File: config.mk
export PLATFORM = sky130hd
export DESIGN_NAME = ir_tx_packet_sm
export DESIGN_NICKNAME = d
export VERILOG_FILES = /design/src/rtl/ir_tx_packet_sm.sv
export SDC_FILE = /design/constraint.sdc
export NUM_CORES = 1
export LEC_CHECK = 0
export ABC_AREA = 1
export CELL_PAD_IN_SITES_DETAIL_PLACEMENT = 0
export CELL_PAD_IN_SITES_GLOBAL_PLACEMENT = 2
export CORE_MARGIN = 4
export CORE_UTILIZATION = 31
export DETAILED_ROUTE_END_ITERATION = 10
export GPL_TIMING_DRIVEN = 0
export HOLD_SLACK_MARGIN = 0.05
export PLACE_DENSITY_LB_ADDON = 0.1
export SYNTH_ARGS = -nofsm -noshare
export SYNTH_HDL_FRONTEND = slang
export SYNTH_SLANG_ARGS = --single-unit
File: constraint.sdc
create_clock -name CLK -period 2.6 [get_ports CLK]
set_clock_uncertainty 0.1 [all_clocks]
set_input_delay 0.52 -clock CLK [delete_from_list [all_inputs] [get_ports CLK]]
set_output_delay 0.52 -clock CLK [all_outputs]
set_load 0.02 [all_outputs]
File: src/rtl/ir_tx_packet_sm.sv
// IR remote packet sequencer: start, car-select and four command bursts on a per-car carrier.
// Define IR_TX_AUTO_RESEND_EN to send packets from an internal PKT_HZ timer instead of SEND.
module ir_tx_packet_sm #(
    parameter int CLK_HZ = 100_000_000,
    parameter int PKT_HZ = 10
) (
    input  logic       CLK,
    input  logic       RESET,
    input  logic       SEND,
    input  logic [3:0] COMMAND,
    input  logic [1:0] CAR_SEL,
    output logic       IR_LED,
    output logic       BUSY
);

    localparam int P_BLUE   = (CLK_HZ + 18_000) / 36_000;
    localparam int P_YELLOW = (CLK_HZ + 20_000) / 40_000;
    localparam int P_GREEN  = (CLK_HZ + 18_750) / 37_500;
    localparam int P_RED    = (CLK_HZ + 18_000) / 36_000;

    typedef enum logic [2:0] {
        S_IDLE,
        S_START,
        S_GAP,
        S_CARSEL,
        S_RIGHT,
        S_LEFT,
        S_BACK,
        S_FWD
    } state_t;

    state_t      r_state;
    state_t      r_after_gap;
    logic [11:0] r_cycle;
    logic [7:0]  r_period;
    logic [3:0]  r_cmd;
    logic [1:0]  r_car;
    logic        r_led;
    logic        r_busy;

    logic [11:0] w_p;
    logic [11:0] w_half;
    logic [7:0]  w_start;
    logic [7:0]  w_gap;
    logic [7:0]  w_carsel;
    logic [7:0]  w_assert;
    logic [7:0]  w_deassert;
    logic [7:0]  w_len;
    logic        w_is_burst;
    logic        w_last_cycle;
    logic        w_last_period;
    state_t      w_next_state;
    state_t      w_next_after;
    logic        w_next_is_burst;
    logic        w_req;

`ifdef IR_TX_AUTO_RESEND_EN
    localparam int AUTO_CYCLES = CLK_HZ / PKT_HZ;
    localparam int TW          = $clog2(AUTO_CYCLES + 1);

    logic [TW-1:0] r_timer;
    logic          w_unused_send;

    assign w_unused_send = SEND;
    assign w_req         = (r_timer == TW'(AUTO_CYCLES - 1));

    always_ff @(posedge CLK or negedge RESET) begin
        if (!RESET) begin
            r_timer <= '0;
        end else if (w_req) begin
            r_timer <= '0;
        end else begin
            r_timer <= r_timer + 1'b1;
        end
    end
`else
    logic w_unused_pkt;

    assign w_unused_pkt = (PKT_HZ != 0);
    assign w_req        = SEND;
`endif

    always_comb begin
        w_p        = 12'(P_BLUE);
        w_start    = 8'd191;
        w_gap      = 8'd25;
        w_carsel   = 8'd47;
        w_assert   = 8'd47;
        w_deassert = 8'd22;
        case (r_car)
            2'd1: begin
                w_p        = 12'(P_YELLOW);
                w_start    = 8'd88;
                w_gap      = 8'd40;
                w_carsel   = 8'd22;
                w_assert   = 8'd44;
                w_deassert = 8'd22;
            end
            2'd2: begin
                w_p        = 12'(P_GREEN);
                w_start    = 8'd88;
                w_gap      = 8'd40;
                w_carsel   = 8'd44;
                w_assert   = 8'd44;
                w_deassert = 8'd22;
            end
            2'd3: begin
                w_p        = 12'(P_RED);
                w_start    = 8'd192;
                w_gap      = 8'd24;
                w_carsel   = 8'd24;
                w_assert   = 8'd48;
                w_deassert = 8'd24;
            end
            default: ;
        endcase
    end

    always_comb begin
        w_len        = 8'd1;
        w_next_state = S_IDLE;
        w_next_after = r_after_gap;
        case (r_state)
            S_START: begin
                w_len        = w_start;
                w_next_state = S_GAP;
                w_next_after = S_CARSEL;
            end
            S_GAP: begin
                w_len        = w_gap;
                w_next_state = r_after_gap;
            end
            S_CARSEL: begin
                w_len        = w_carsel;
                w_next_state = S_GAP;
                w_next_after = S_RIGHT;
            end
            S_RIGHT: begin
                w_len        = r_cmd[0] ? w_assert : w_deassert;
                w_next_state = S_GAP;
                w_next_after = S_LEFT;
            end
            S_LEFT: begin
                w_len        = r_cmd[1] ? w_assert : w_deassert;
                w_next_state = S_GAP;
                w_next_after = S_BACK;
            end
            S_BACK: begin
                w_len        = r_cmd[2] ? w_assert : w_deassert;
                w_next_state = S_GAP;
                w_next_after = S_FWD;
            end
            S_FWD: begin
                w_len        = r_cmd[3] ? w_assert : w_deassert;
                w_next_state = S_IDLE;
            end
            default: ;
        endcase
    end

    assign w_half          = w_p >> 1;
    assign w_is_burst      = (r_state != S_IDLE) && (r_state != S_GAP);
    assign w_next_is_burst = (w_next_state != S_IDLE) && (w_next_state != S_GAP);
    assign w_last_cycle    = (r_cycle == w_p - 12'd1);
    assign w_last_period   = (r_period == w_len - 8'd1);

    // IR_LED is registered as the value for the cycle about to start, so every burst opens high.
    always_ff @(posedge CLK or negedge RESET) begin
        if (!RESET) begin
            r_state     <= S_IDLE;
            r_after_gap <= S_CARSEL;
            r_cycle     <= '0;
            r_period    <= '0;
            r_cmd       <= '0;
            r_car       <= '0;
            r_led       <= 1'b0;
            r_busy      <= 1'b0;
        end else if (r_state == S_IDLE) begin
            if (w_req) begin
                r_cmd    <= COMMAND;
                r_car    <= CAR_SEL;
                r_state  <= S_START;
                r_cycle  <= '0;
                r_period <= '0;
                r_led    <= 1'b1;
                r_busy   <= 1'b1;
            end
        end else if (!w_last_cycle) begin
            r_cycle <= r_cycle + 12'd1;
            r_led   <= w_is_burst && ((r_cycle + 12'd1) < w_half);
        end else if (!w_last_period) begin
            r_cycle  <= '0;
            r_period <= r_period + 8'd1;
            r_led    <= w_is_burst;
        end else begin
            r_cycle     <= '0;
            r_period    <= '0;
            r_state     <= w_next_state;
            r_after_gap <= w_next_after;
            r_led       <= w_next_is_burst;
            r_busy      <= (w_next_state != S_IDLE);
        end
    end

    assign IR_LED = r_led;
    assign BUSY   = r_busy;

endmodule
==> flow_summary.ini, run 1 <==
[power_and_ir_drop]
power_frac_seq_pct = 19.7
clkPwrFrac_pct = 15.8
combPwrFrac_pct = 64.5
p_per_area_mw_per_mm2 = 1050
p_int_w = 0.00200
power_w = 0.00396
p_switching_w = 0.00196
netSwitchingFraction_pct = 49.5
p_leak_nw = 1.80
ir_drop_v = 0.000390

[die]
rows = 35
fp.dieW_um = 107
coreArea_mm2 = 0.00937
ios = 11
initial_core_util_pct = 32.1
die_y_um = 107
die_area_mm2 = 0.0114

[drt]
first_pass_iters = 4
drc = 0
via_per_inst = 4.74
ant_nets = 0
wl_mm = 9.02
wire_per_inst_um = 14.5
first_iter_violations = 182
vias = 2946

[logic_synthesis]
yosysWarnings = 0
synth_most_common_cell = nand2_1
seq_area_frac_synth_pct = 28.3
syn_area_per_cell_um2 = 6.58
yosysTopAreaCellShare_pct = 26.6
synth_flop_cell = dfrtp_1
netlist_area_mm2 = 0.00301
synth-seq-cells = 34
synthTopCellsByCount = 135 x nand2_1, 62 x inv_1, 40 x nor2_1
synth_cell_types = 36
synth_edf_count = 0
yosys.area.top_type = dfrtp_1
synth_nets = 485
netlist_instances = 458
synth_area_leaders = dfrtp_1 27%, nand2_1 17%, inv_1 7.7%, ha_1 7.5%, nand3_1 6.0%
async_reset_ff_share_pct = 100

[cts]
cts_sinks = 34
cts-root-buf = clkbuf_8
cts_buffer_depth = 2
cts_max_level = 2
numCtsBuffers = 5
cts_tree = yes
path_clk_slew_ps = 90
clk_latency_ps = 300

[cells_and_area]
final_nets = 519
layout-drive-gt1-share_pct = 21.5
utilization_pct = 40.3
area_delta_synth_final_pct = 25.2
antenna_cells = 0

[global_routing]
grt_use_total_pct = 16.6
grt_start_max_net_pins = 20
grt_first_pass_wirelength_mm = 14.9
grt_overflow = 0
grt_pass1_vias = 2863
antenna_found_initial = 0

[status]
violations = negative setup slack
outcome = finished, violations left

[timing]
rsz0062_at_grt = true
period_share_pct = 107
finalHoldViolCount = 0
whs_ps = 67.2
setup_viol = 16
max_slew_margin_pct = 67.4
slew_violations = 0
finalWorstSetupSlack_ps = -194
setup_tns_ps = -1490
min_period_ps = 2790
tightestPinTransition_ps = 489
max_freq_mhz = 358

[critical_path]
cp.required_ps = 2730
end_kind = flip-flop
worstSetupPathType = reg -> reg
cp.arrival_ps = 2920
path_max_fanout = 6
cp-start-kind = flip-flop

[placement]
dp_hpwl_mm = 7.01
numPortBuffers = 10
gp_congestion = 0.859

[min_path]
hp-class = in -> async

[run]
drv_cap = 0
[what timing repair did]
| item | CTS | global route |
|---|---|---|
| hold buffers | 0 | 0 |
| setup buffers | 9 | 7 |
| pin swaps | 18 | 17 |
| gates resized for setup | 45 | 17 |
| gates cloned | 0 | 0 |
| endpoints found under the setup margin | 16 | 16 |
[cells by family after synthesis]
logic type	after synthesis	synth area share, %
AO/OA/AOI/OAI	51	9.18
XOR/XNOR	18	5.23
adder cells (fa/ha/maj)	18	7.48
flip-flops	34	28.3
AND/OR/NAND/NOR	266	40.7
buffers and inverters	71	9.09
[final timing paths]
| check | startpoint | end | slack [ps] | cells after the start |
|---|---|---|---|---|
| setup / recovery | r_car[0] | r_state[2] | -190 | 20 |
| hold / removal | RESET | r_cmd[0] | 70 | 1 |
| setup reg to reg | r_car[0] | r_state[2] | -190 | 20 |
| hold reg to reg | r_after_gap[0] | r_after_gap[0] | 380 | 2 |
| max in group asynchronous | RESET | r_cycle[0] | 1860 | 2 |
| min in group CLK | r_after_gap[0] | r_after_gap[0] | 380 | 2 |
[sequential cells by signal, indices dropped and copies added, names as in the netlist]
register and flops:
r_period 8, r_car 2, IR_LED 1, r_after_gap 3
r_cmd 4, r_state 3, r_cycle 12, BUSY 1
[routing by layer]
layer  vias up  track usage (%)  share of wire, %
met5         -                0                 0
met4         0             4.29               1.5
met3         8             2.47               2.9
met2        38             26.8                44
met1      1360             23.4                51
li1       1540                -                 -
[worst max-delay path, stage by stage, from the launching register on]
cell and delay (ps):
dfrtp_2 460, inv_4 70, ha_4 190, buf_4 140, nand2_4 60, nand2_1 60, nor2_2 130, nand2_2 70
inv_2 70, ha_4 150, nand3_4 100, nand2_2 90, nand2_2 50, a21oi_2 140, nand3_2 100, nor2_4 150
nand3_4 100, or2_4 290, nand2_4 100, nand2_1 70, nand2_1 60
[per-stage QoR]
| step | setup slack [ps] | cell area, µm² | cells |
|---|---|---|---|
| 4_1_cts | -235 | 3660 | 615 |
| 6_report | -194 | 3770 | 622 |
| 5_1_grt | -380 | 3770 | 622 |
| 3_5_place_dp | -575 | 3310 | 598 |
| 2_1_floorplan | 1.90 | 3030 | 458 |
| 3_3_place_gp | -572 | 3290 | 597 |
[layout make-up]
cell class,count,area [µm²]
fill,1056,5600
multi-input combinational,353,2080
sequential,34,856
inverter,67,263
timing repair buffer,27,243
tap,129,161
clock buffer,5,68.8
clock inverter,3,68.8
buffer,4,33.8
[layout by cell type, fill, tap and decap left out, types with 12 or more instances in the layout]
master / instances
inv_1: 55
dfrtp_1: 30
nor2_1: 33
nand2_1: 124
nand3_1: 34
nor2_4: 12
buf_4: 16
o21ai_0: 21
xor2_1: 14
nand2_2: 16
[power by group through the flow]
stage                     registers (W)  logic (W)  clock network, W
final                          0.000779    0.00255          0.000626
after global routing           0.000797    0.00288          0.000669
after CTS                      0.000775    0.00242          0.000641
after detailed placement       0.000768    0.00210                 0
after global placement         0.000768    0.00209                 0
after floorplan                0.000753    0.00156                 0
Power figures use the tool's default switching activity.
==> inputs of run 2 (changes only) <==
--- a/config.mk
+++ b/config.mk
@@ -6,14 +6,16 @@
 export NUM_CORES = 1
 export LEC_CHECK = 0
 export ABC_AREA = 1
+export CAP_MARGIN = 25
 export CELL_PAD_IN_SITES_DETAIL_PLACEMENT = 0
 export CELL_PAD_IN_SITES_GLOBAL_PLACEMENT = 2
 export CORE_MARGIN = 4
-export CORE_UTILIZATION = 31
+export CORE_UTILIZATION = 30
 export DETAILED_ROUTE_END_ITERATION = 10
 export GPL_TIMING_DRIVEN = 0
 export HOLD_SLACK_MARGIN = 0.05
 export PLACE_DENSITY_LB_ADDON = 0.1
+export SLEW_MARGIN = 20
 export SYNTH_ARGS = -nofsm -noshare
 export SYNTH_HDL_FRONTEND = slang
 export SYNTH_SLANG_ARGS = --single-unit
==> run 2 against run 1 <==
Against the previous run:
- the run still ends with negative setup slack left
- cell count rose by 0.64%
- sequential power increased by 0.6%
- maximum frequency rose by 0.17%
- global-route usage is 0.21 points higher
- sequential share of layout area is 0.23 points higher
- worst hold slack improved by 2.8 ps
==> flow_summary.ini, run 2 (synthesis results as in run 1) <==
[cts]
cts_max_level = 2
cts_sinks = 34
clk_latency_ps = 290
cts_buffer_depth = 2
numCtsBuffers = 5
holdBufCountCts = 0
path_clk_slew_ps = 70
cts_tree = yes
cts-root-buf = clkbuf_8

[timing]
min_period_ps = 2790
whs_ps = 69.9
setup_tns_ps = -1700
max_freq_mhz = 358
slew_violations = 0
max_slew_margin_pct = 63.6
finalHoldViolCount = 0
period_share_pct = 107
rsz0062_at_grt = true
setup_viol = 16
tightestPinTransition_ps = 547
finalWorstSetupSlack_ps = -190

[cells_and_area]
area_delta_synth_final_pct = 24.1
layout_common_cells = 121 x nand2_1, 53 x inv_1, 35 x nand3_1
final_design_area_no_fill_mm2 = 0.00374
layout-drive-gt1-share_pct = 22.7
final_nets = 520
utilization_pct = 38.3
largest_register_ffs = 12
top_regs = r_cycle (12), r_period (8), r_cmd (4)
antenna_cells = 0
top_register = r_cycle
final_common_cell = nand2_1

[critical_path]
critical_path.cell_chain = inv_4 > ha_4 > nand2_1 > o21ai_1 > nand2_1 > nand2_1 > nor2_2 > buf_4 > buf_4 > buf_4 > buf_4 > nand3b_1 > nor2_2 > nand2_1 > nand2_1 > nor2_4 > nand3_4 > or2_4 > nand2_4 > nand2_2 > nand2_2
regToRegStartpoint = r_car[1]
slowest_stage = dfrtp_2
worst-path-buf-inv = 5
reg2regPathDepth = 21
cpPeakStageDelay_ps = 460
end_kind = flip-flop
cp.required_ps = 2730
cp_top_family = simple AND/OR/NAND/NOR gates
rrSetupSlack_ps = -190
r2r-end = BUSY
worstSetupPathType = reg -> reg
critPathMostFrequentCell = nand2_1
cp_num_cells = 21
path_max_fanout = 6
cp-start-kind = flip-flop
cp.arrival_ps = 2910

[global_routing]
grt_use_total_pct = 16.9
antenna_found_initial = 0
grt_start_max_net_pins = 20
grt_overflow = 0
grt_first_pass_wirelength_mm = 15.4
grt_pass1_vias = 3076

[status]
outcome = finished, violations left
violations = negative setup slack

[drt]
first_iter_violations = 97
ant_nets = 0
wire_per_inst_um = 14.8
met3_length_um = 206
via_per_inst = 4.72
vias = 2956
first_pass_iters = 4
top_layer = met4
wl_met1_mm = 4.17
route.met2.wl_mm = 4.80
wl_mm = 9.27
drc = 0

[min_path]
hp-class = in -> async

[die]
die_y_um = 108
die_area_mm2 = 0.0117
initial_core_util_pct = 30.8
rows = 36
coreArea_mm2 = 0.00977
fp.dieW_um = 108
ios = 11

[placement]
dpl_cell_area_mm2 = 0.00332
numPortBuffers = 10
gp_congestion = 0.834
dp_hpwl_mm = 7.36

[power_and_ir_drop]
p_int_w = 0.00176
power_frac_seq_pct = 21.3
p_leak_nw = 1.76
p_per_area_mw_per_mm2 = 987
power_w = 0.00369
netSwitchingFraction_pct = 52.3
combPwrFrac_pct = 68.2
clkPwrFrac_pct = 10.5
p_switching_w = 0.00193
ir_drop_v = 0.000314

[run]
drv_cap = 0
==> run 2: cell types whose count changed in the layout (fill, tap and decap cells not counted), sizes merged <==
| cell | change |
|---|---|
| clkinv | -1 |
| bufinv | -2 |
| clkbuf | +2 |
| buf | +1 |
==> run 2: area by class of cell <==
| type | count | area, µm² |
|---|---|---|
| clock buffers | 7 | 76.3 |
| plain buffers | 4 | 26.3 |
| well taps | 133 | 166 |
| inverters | 67 | 268 |
| repair buffers | 28 | 250 |
| multi-input cells | 353 | 2100 |
| fillers | 1121 | 6030 |
| flip-flops and latches | 34 | 857 |
==> run 2: worst max-delay path by stage <==
stage	end	slack (ps)	startpoint
6_report	BUSY	-190	r_car[1]
5_1_grt	r_state[0]	-370	r_car[0]
4_1_cts	BUSY	-220	r_car[0]
3_5_place_dp	IR_LED	-520	r_cycle[0]
3_3_place_gp	IR_LED	-530	r_cycle[0]
2_1_floorplan	BUSY	2	r_car[0]
==> run 2: repair_timing <==
| action | CTS | global route |
|---|---|---|
| hold endpoints to repair | 0 | 0 |
| setup endpoints to repair | 16 | 16 |
| pin swaps | 15 | 14 |
| buffers inserted | 14 | 3 |
| resized for setup | 55 | 21 |
==> run 2: power groups by stage <==
stage	registers [W]	clock network, W	logic, W
CTS	0.000784	0.000412	0.00249
finish	0.000784	0.000388	0.00252
floorplan	0.000753	0	0.00156
detailed placement	0.000773	0	0.00211
global route	0.000806	0.000435	0.00282
global placement	0.000772	0	0.00210
==> run 2: metal layers <==
layer,vias to the layer above,track usage [%]
li1,1531,-
met1,1392,20.5
met2,24,31.4
met3,9,2.09
met4,0,3.88
met5,-,0
==> run 2: through the flow <==
step | setup slack, ps | instances
final | -190 | 626
after global routing | -372 | 626
after CTS | -223 | 623
after detailed placement | -524 | 602
after global placement | -532 | 601
after floorplan | 1.90 | 458
